$ cat config.mk
export PLATFORM = sky130hd
export DESIGN_NAME = mux3_to_1
export DESIGN_NICKNAME = d
export VERILOG_FILES = /design/src/rtl/mux3_to_1_pkg.sv /design/src/rtl/mux3_to_1_sel.sv /design/src/rtl/mux3_to_1.sv
export SDC_FILE = /design/constraint.sdc
export NUM_CORES = 1
export LEC_CHECK = 0
export ABC_AREA = 1
export CORE_UTILIZATION = 39
export CTS_CLUSTER_DIAMETER = 60
export DETAILED_ROUTE_END_ITERATION = 10
export PLACE_DENSITY = 0.89
export RECOVER_POWER = 50
export SETUP_SLACK_MARGIN = 0.2
export SLEW_MARGIN = 40
export SYNTH_ARGS = -nofsm -noshare
export SYNTH_HDL_FRONTEND = slang
export SYNTH_HIERARCHICAL = 1
export SYNTH_SLANG_ARGS = --single-unit
$ cat constraint.sdc
create_clock -name clk -period 0.96 [get_ports clk]
set_clock_uncertainty 0.05 [all_clocks]
set_input_delay 0.096 -clock clk [delete_from_list [all_inputs] [get_ports clk]]
set_output_delay 0.096 -clock clk [all_outputs]
set_load 0.1 [all_outputs]
$ cat src/rtl/mux3_to_1_pkg.sv
// ----------------------------------------------------------------------------
// mux3_to_1_pkg
// Shared constants and types for the registered 3-input selector.
//   SEL_D0/SEL_D1/SEL_D2 : legal select codes choosing d0/d1/d2
//   SEL_BAD              : the one illegal code, decoded to an all-zero result
//   sel_t                : 2-bit select type
//   DEF_WIDTH            : default data width
// ----------------------------------------------------------------------------
package mux3_to_1_pkg;

   typedef logic [1:0] sel_t;

   localparam sel_t SEL_D0  = 2'd0;
   localparam sel_t SEL_D1  = 2'd1;
   localparam sel_t SEL_D2  = 2'd2;
   localparam sel_t SEL_BAD = 2'd3;

   localparam int DEF_WIDTH = 16;

   // True when the code is the illegal select value.
   function automatic logic sel_is_bad(input sel_t sel);
      return (sel == SEL_BAD);
   endfunction

endpackage

$ cat src/rtl/mux3_to_1_sel.sv
// ----------------------------------------------------------------------------
// mux3_to_1_sel
// Purely combinational decode of d0/d1/d2 by sel into the next y value.
// Ports:
//   d0, d1, d2 : WIDTH-bit data candidates
//   sel        : 2-bit source select (3 is illegal)
//   y_nxt      : selected data; all zeros for the illegal select
// ----------------------------------------------------------------------------
module mux3_to_1_sel
   import mux3_to_1_pkg::*;
#(
   parameter int WIDTH = DEF_WIDTH
) (
   input  logic [WIDTH-1:0] d0,
   input  logic [WIDTH-1:0] d1,
   input  logic [WIDTH-1:0] d2,
   input  sel_t             sel,
   output logic [WIDTH-1:0] y_nxt
);

   // Full-case select decode; the illegal code maps to a deterministic zero.
   always_comb begin
      y_nxt = {WIDTH{1'b0}};
      case (sel)
         SEL_D0:  y_nxt = d0;
         SEL_D1:  y_nxt = d1;
         SEL_D2:  y_nxt = d2;
         SEL_BAD: y_nxt = {WIDTH{1'b0}};
         default: y_nxt = {WIDTH{1'b0}};
      endcase
   end

endmodule

$ cat src/rtl/mux3_to_1.sv
// ----------------------------------------------------------------------------
// mux3_to_1
// Registered 3-input selector for datapath forwarding / writeback selection.
// One-cycle latency, accepts a new selection every cycle, no backpressure.
// Ports:
//   clk       : system clock, rising edge
//   rst       : asynchronous active-high reset (clears y and out_valid)
//   in_valid  : qualifies d0/d1/d2/sel this cycle
//   d0/d1/d2  : WIDTH-bit data sources for sel = 0/1/2
//   sel       : 2-bit select, 3 is illegal and yields y = 0
//   y         : registered selected data, held while in_valid is low
//   out_valid : y was captured on the previous in_valid edge
// Optional (macro MUX3_TO_1_SELERR_EN):
//   sel_err   : sticky flag, set by any valid sample with sel = 3
//   err_cnt   : 8-bit saturating count of those events
// ----------------------------------------------------------------------------
module mux3_to_1
   import mux3_to_1_pkg::*;
#(
   parameter int WIDTH = DEF_WIDTH
) (
   input  logic             clk,
   input  logic             rst,
   input  logic             in_valid,
   input  logic [WIDTH-1:0] d0,
   input  logic [WIDTH-1:0] d1,
   input  logic [WIDTH-1:0] d2,
   input  sel_t             sel,
   output logic [WIDTH-1:0] y,
   output logic             out_valid
`ifdef MUX3_TO_1_SELERR_EN
   ,
   output logic             sel_err,
   output logic [7:0]       err_cnt
`endif
);

   logic [WIDTH-1:0] y_nxt_s;
   logic [WIDTH-1:0] y_r;
   logic             out_valid_r;

   mux3_to_1_sel #(
      .WIDTH (WIDTH)
   ) u_sel (
      .d0    (d0),
      .d1    (d1),
      .d2    (d2),
      .sel   (sel),
      .y_nxt (y_nxt_s)
   );

   // Data register: load on valid samples only, otherwise keep the last result.
   always_ff @(posedge clk or posedge rst) begin
      if (rst) begin
         y_r <= {WIDTH{1'b0}};
      end else if (in_valid) begin
         y_r <= y_nxt_s;
      end else begin
         y_r <= y_r;
      end
   end

   // Valid qualifier follows in_valid with one cycle of latency.
   always_ff @(posedge clk or posedge rst) begin
      if (rst) begin
         out_valid_r <= 1'b0;
      end else begin
         out_valid_r <= in_valid;
      end
   end

   assign y         = y_r;
   assign out_valid = out_valid_r;

`ifdef MUX3_TO_1_SELERR_EN
   logic       bad_evt_s;
   logic       sel_err_r;
   logic [7:0] err_cnt_r;

   assign bad_evt_s = in_valid & sel_is_bad(sel);

   // Sticky illegal-select flag; only reset clears it.
   always_ff @(posedge clk or posedge rst) begin
      if (rst) begin
         sel_err_r <= 1'b0;
      end else if (bad_evt_s) begin
         sel_err_r <= 1'b1;
      end else begin
         sel_err_r <= sel_err_r;
      end
   end

   // Saturating illegal-select counter; stops at 255 instead of wrapping.
   always_ff @(posedge clk or posedge rst) begin
      if (rst) begin
         err_cnt_r <= 8'd0;
      end else if (bad_evt_s && (err_cnt_r != 8'hFF)) begin
         err_cnt_r <= err_cnt_r + 8'd1;
      end else begin
         err_cnt_r <= err_cnt_r;
      end
   end

   assign sel_err = sel_err_r;
   assign err_cnt = err_cnt_r;
`endif

endmodule

---- After elaboration in Yosys (flattened, before gate mapping) ----
Index checks and enable logic that the tools add are counted.
word-level totals
  register bits after elaboration ......... 17
  latch bits .............................. 0
  RAM bits ................................ 0
  ROM bits ................................ 0
  input port bits ......................... 53
  output and inout bits ................... 17
  memories ................................ 0
operators by class
  add/sub/neg operators ................... 0
  multipliers ............................. 0
  div/mod/pow operators ................... 0
  magnitude comparators ................... 0
  equal/unequal tests ..................... 3
  shifts and indexed selects .............. 0
  mux-type cells .......................... 1
  bitwise gates (word level) .............. 0
  reduce and logical (&&, ||, !) cells .... 1
operators with widths
  operator                                       count
  case mux 16 bit (4 select lines)               1
  == test 2 bit, second input constant           2
  == test 2 x 1 -> 1 bit, second input constant  1
  logical NOT 2 bit                              1

---- Logic depth before layout (Yosys ltp) ----
Gate-level depths: netlist of the first run.
  depth in word-level cells ............... 2
  mapped depth ............................ 7
  mapped depth without buffers ............ 5

---- Cells and area by module ----
The synthesis of the first run kept the hierarchy.
modules (own cells, without submodules)
  module         times used  cells each  area each (µm²)  seq. area each (µm²)
  mux3_to_1      1           70          673.1            425.4
  mux3_to_1_sel  1           74          405.4            0.0

---- Worst setup path after synthesis of the first run ----
No wires, ideal clock.
  path type ............................... register -> register
  from .................................... register, netlist name y[0]
  to ...................................... register y_r[0], in the netlist y[0]
  data arrival time ....................... 1.079 ns
  setup slack ............................. -0.236 ns
  cell stages (with the launch flop) ...... 3
  buffers on the path ..................... 0
  period minus slack after synthesis ...... 1.196 ns
  cell sequence ........................... dfrtp_1 > nand2_1 > nand2_1
RTL lines
  element               RTL line         text
  end signal, assigned  mux3_to_1.sv:55  y_r <= {WIDTH{1'b0}};
  end signal, assigned  mux3_to_1.sv:57  y_r <= y_nxt_s;
  end signal, assigned  mux3_to_1.sv:59  y_r <= y_r;
  end, declared         mux3_to_1.sv:39  logic [WIDTH-1:0] y_r;

---- Worst setup path in the final report of the first run ----
  from .................................... register y_r[9], in the netlist y[9]
  to ...................................... output y[9]
RTL lines
  element        RTL line         text
  end, declared  mux3_to_1.sv:29  output logic [WIDTH-1:0] y,
No word-level cell between the ends.

==> flow_summary.toml, run 1 <==
[outcome]
outcome = "complete, but fails checks"
violations = "setup timing"

[setup_path]
cp.arrival_ns = 1.02
crit-reg2reg-launch = "y[13]"
critPathTopFamily = "flip-flops"
startpoint = "y[9]"
critical_path_class = "register to output pin"
slowest_delay_ns = 0.53
cp.required_ns = 0.81
critical_path.cell_chain = "buf_12"
endpoint_kind = "output pin"
startpoint_type = "register"
critical_path.max_fanout = 2
crit_buf_inv = 1
critical-path-slowest-cell = "dfrtp_4"
regToRegSetupSlack_ns = -0.02

[route]
ant_nets = 0
vias = 1557
first_pass_iters = 5
drt_iter0_markers = 99
drt_wl_total_um = 5650
vias_per_cell = 5.99
route.detailed.drc = 0
detail_route.wl_per_cell_um = 21.7

[clocking]
cts_num_sinks = 17
clock_latency_ns = 0.31
path_clk_slew_ns = 0.11
cts-hold-fix-buffers = 0
cts_tree = "done"
cts-buffers-inserted = 3
root_buffer = "clkbuf_4"
cts_buffer_depth = 2
htreeDepth = 1

[power_and_ir_drop]
vdd_drop_max_v = 0.00129
power_density_nw_per_um2 = 1320
p_leak_uw = 0.00104
report.power.total_uw = 3000

[timing]
period_needed_ns = 1.17
timing.final.max_slew_violations = 0
clock.fmax_mhz = 857
worst_pin_slew_ns = 0.425
setup_slack_ns = -0.208
setup_viol = 19
rsz0062_at_grt = "yes"
relSlewSlack_pct = 71.7
post-route-period-util_pct = 122
hold_viol = 0

[final_layout]
fin_nets = 284
insertedDiodeCount = 0
layout-drive-gt1-share_pct = 40.0
areaGrowthSynthToFinish_pct = 111

[synth]
ys_warn_count = 6
synthCells = 144
synth_seq_area_share_pct = 39.4
mappedNetlistArea_um2 = 1080
synth_cell_types = 14
syn_nets = 197
ys_seq_elements = 17
synth.avg_cell_area_um2 = 7.49

[global_routing]
met1_usage_pct = 39.4
grt_overflow = 0
grt_usage_pct = 38.0
grtUsageMet3_pct = 8.06
met2_usage_pct = 63.7
grt_pass1_vias = 1485
busiest_layer = "met2"
grt_max_degree = 18
grt_first_pass_wirelength_um = 7520
antenna_found_initial = 0

[floorplanning]
ioPinCount = 70
die_x_um = 54.6
die_area_um2 = 2980
rows = 18
start_util_pct = 42.4
die_h_um = 54.6
coreArea_um2 = 2540

[run]
cap_violations = 0

[placement]
hpwlAfterDp_um = 3010
pre_cts_ws_ns = -0.503
io_buffers = 69
place_congestion = 0.835

[hold_path]
hold_path_class = "primary input to asynchronous set/reset pin"
-- worst register-to-register path, cell delays in order, from the launching register on --
cell,delay [ns]
dfrtp_4,0.51
buf_6,0.13
buf_6,0.11
nand2_4,0.04
nand2_2,0.04
-- logic make-up after synthesis --
kind of cell	after synthesis	share of synthesized area [%]
buffers and inverters	14	13.0
DFF	17	39.4
and+or+nand+nor	113	47.6
-- cell usage after synthesis --
master,n,area [um^2]
nand3_1,48,240
buf_12,1,20.0
nor2_8,1,20.0
inv_1,1,3.75
dfrtp_1,17,425
inv_4,1,6.26
inv_2,1,3.75
clkbuf_4,1,7.51
nand2_1,59,221
buf_6,6,67.6
buf_4,1,7.51
inv_6,1,8.76
nand2_2,5,31.3
buf_8,1,15.0
-- layout by cell type (no fill, tap or decap) --
| master | synthesis | final |
|---|---|---|
| inv_1 | 1 | 1 |
| nand3_1 | 48 | 46 |
| clkbuf_4 | 1 | 3 |
| buf_4 | 1 | 6 |
| nor2_4 | 0 | 1 |
| clkbuf_1 | 0 | 1 |
| dfrtp_4 | 0 | 17 |
| dlygate4sd3_1 | 0 | 1 |
| clkbuf_2 | 0 | 1 |
| buf_12 | 1 | 19 |
| inv_4 | 1 | 1 |
| nand2_2 | 5 | 21 |
| nor2_8 | 1 | 1 |
| buf_6 | 6 | 11 |
| nand3_2 | 0 | 2 |
| nand2_4 | 0 | 3 |
| buf_2 | 0 | 3 |
| dlygate4sd2_1 | 0 | 1 |
| clkdlybuf4s50_1 | 0 | 48 |
| nand2_1 | 59 | 40 |
| bufbuf_16 | 0 | 1 |
| inv_6 | 1 | 2 |
-- layer usage --
metal | up-vias | part of all wire [%]
met1 | 721 | 34
met5 | - | 0
met2 | 146 | 49
li1 | 645 | -
met4 | 0 | 7.6
met3 | 45 | 9.1
-- sequential cells by signal, indices dropped and copies added, names as in the netlist --
signal     cells
out_valid      1
y             16
-- power breakdown --
| group | switching [uW] | internal (uW) | leakage (uW) |
|---|---|---|---|
| Clock | 256 | 163 | 0.0000150 |
| Combinational | 931 | 702 | 0.000830 |
| Sequential | 111 | 841 | 0.000192 |
-- final timing paths --
path,end,cells after the start
min reg2reg,y[11],2
max,y[9],1
max reg2reg,y[13],4
min in group clk,out_valid,2
min,y[3],3
max in group asynchronous,y[14],3
-- metrics by stage --
step	area [um^2]	utilization, %	hold WS [ns]	instances	setup TNS (ns)
floorplan	1140	-	-0.0276	144	0
global placement	1990	78.0	0.374	238	-6.62
detailed placement	1990	78.0	0.372	238	-7.26
CTS	2150	84.5	0.0515	252	-2.83
global route	2280	89.5	0.291	260	-3.29
finish	2280	89.5	0.249	260	-3.21
-- what timing repair did --
action | 4_1_cts | 5_1_grt
endpoints found under the setup margin | 33 | 33
gates cloned | 3 | 0
setup buffers | 7 | 8
pin swaps | 1 | 6
resized for setup | 19 | 28
-- area by class of cell --
class	instances	area, um^2
clock buffer	4	26.3
fill	109	267
sequential	17	489
timing repair buffer	91	1100
multi-input combinational	114	597
tap	30	37.5
inverter	4	27.5
Power figures use the tool's default switching activity.
==> run 2, diff against run 1 <==
Settings changed: CORE_UTILIZATION 39 to 30, PLACE_DENSITY 0.89 to 0.72.
==> run 2 against run 1 <==
Compared with the run above: power down 7.1%; sequential share of layout area up 0.96 points; global-route usage down 20 points; die area up 29%; final cell count up 3.5%; first-iteration DRC count down 64%; register-to-register slack better by 0.02 ns; count of clock-buffer cells in the layout down 1; combinational power down 9%; design area down 4.3%; highest routed layer unchanged; the flow still finishes with violations (setup timing); worst hold slack better by 0.019 ns; clock power down 11%.
==> flow_summary.toml, run 2 (synthesis gave the netlist of run 1 again) <==
[outcome]
outcome = "complete, but fails checks"
violations = "setup timing"

[power_and_ir_drop]
vdd_drop_max_v = 0.000464
p_leak_uw = 0.000973
power_density_nw_per_um2 = 1280

[global_routing]
grt_usage_pct = 18.5
grt_first_pass_wirelength_um = 5240
antenna_found_initial = 0
grt_pass1_vias = 1159
grt_max_degree = 18
grt_overflow = 0

[run]
cap_violations = 0

[timing]
rsz0062_at_grt = "yes"
relSlewSlack_pct = 72.0
setup_tns_ns = -2.56
hold_ws_ns = 0.268
timing.final.max_slew_violations = 0
clock.fmax_mhz = 886
post-route-period-util_pct = 118
hold_viol = 0
period_needed_ns = 1.13
setup_slack_ns = -0.168
worst_pin_slew_ns = 0.421
setup_viol = 17

[clocking]
cts_buffer_depth = 2
cts_num_sinks = 17
cts-hold-fix-buffers = 0
cts-buffers-inserted = 3
clock_latency_ns = 0.29
cts_tree = "done"
htreeDepth = 1
root_buffer = "clkbuf_4"
path_clk_slew_ns = 0.10

[setup_path]
critical-path-slowest-cell = "dfrtp_4"
startpoint_type = "register"
regToRegSetupSlack_ns = 0
critical_path.max_fanout = 2
crit-reg2reg-launch = "y[6]"
critPathTopFamily = "flip-flops"
cp.required_ns = 0.81
r2r-end = "y[6]"
critical_path_class = "register to output pin"
critical_path.cell_chain = "buf_12"
cp.arrival_ns = 0.98
endpoint_kind = "output pin"
crit_buf_inv = 1
rr_worst_depth = 4
slowest_delay_ns = 0.52

[route]
first_pass_iters = 4
detail_route.wl_per_cell_um = 12.5
ant_nets = 0
vias_per_cell = 4.64
drt_wl_total_um = 3350
vias = 1248
route.detailed.drc = 0
drt_iter0_markers = 36

[floorplanning]
coreArea_um2 = 3390
die_area_um2 = 3840
die_x_um = 62.0
die_h_um = 62.0
ioPinCount = 70
start_util_pct = 31.8
rows = 21

[placement]
hpwlAfterDp_um = 2510
place_congestion = 0.735
io_buffers = 69

[final_layout]
fin_util_pct = 64.3
fin_nets = 277
insertedDiodeCount = 0
layout-drive-gt1-share_pct = 34.1
areaGrowthSynthToFinish_pct = 102
largest_register_ffs = 16
final_cell_mix = "48 x nand2_1, 48 x clkdlybuf4s50_1, 48 x nand3_1"

[hold_path]
hold_path_class = "primary input to asynchronous set/reset pin"
## run 2: cell count changes in the layout (fill, tap and decap cells not counted), sizes merged
| cell | previous run | this run |
|---|---|---|
| buf | 39 | 31 |
| clkinv | 0 | 1 |
## run 2: layer usage
layer,up-vias,share of wire [%],GRT usage [%]
met1,581,43,23.7
li1,630,-,-
met3,2,3.9,2.07
met5,-,0,0
met2,35,52,32.2
met4,0,0.98,6.03
## run 2: tightest hold or removal path: stages
cell and delay [ns]:
dlygate4sd3_1 0.53, inv_1 0.05, clkbuf_2 0.36
## run 2: layout make-up
| type | instances | area, um^2 |
|---|---|---|
| Multi-Input combinational cell | 114 | 552 |
| Sequential cell | 17 | 489 |
| Clock buffer | 3 | 22.5 |
| Clock inverter | 1 | 5.00 |
| Timing Repair Buffer | 84 | 1030 |
| Tap cell | 46 | 57.6 |
| Fill cell | 291 | 1210 |
| Inverter | 4 | 27.5 |
## run 2: stage by stage
| stage | total power, uW | area, um^2 | setup WS, ns | cells |
|---|---|---|---|---|
| 6_report | 2790 | 2180 | -0.168 | 269 |
| 5_1_grt | 2920 | 2180 | -0.203 | 269 |
| 4_1_cts | 2770 | 2150 | -0.177 | 266 |
| 3_5_place_dp | 2340 | 2030 | -0.418 | 257 |
| 3_3_place_gp | 2330 | 2030 | -0.407 | 257 |
| 2_1_floorplan | 1720 | 1140 | 0.0570 | 144 |
## run 2: worst max path at each step
stage,slack [ns],endpoint,from,cells past startpoint
after floorplan,0.06,y[0],y[0],2
after global placement,-0.41,y[7],sel[0],7
after detailed placement,-0.42,y[7],sel[0],7
after CTS,-0.18,y[5],y[5],1
after global routing,-0.20,y[5],y[5],1
final,-0.17,y[5],y[5],1
## run 2: where the power goes
group          total, uW  internal, uW  leakage [uW]  switching, uW
Combinational       1480           647      0.000763            836
Clock                372           155     0.0000177            218
Sequential           935           840      0.000192           94.9
## run 2: what timing repair did
item | in CTS | in global routing
endpoints found under the setup margin | 33 | 33
cloned | 2 | 0
pin swaps | 3 | 5
buffers inserted | 3 | 3
gates resized for setup | 18 | 11
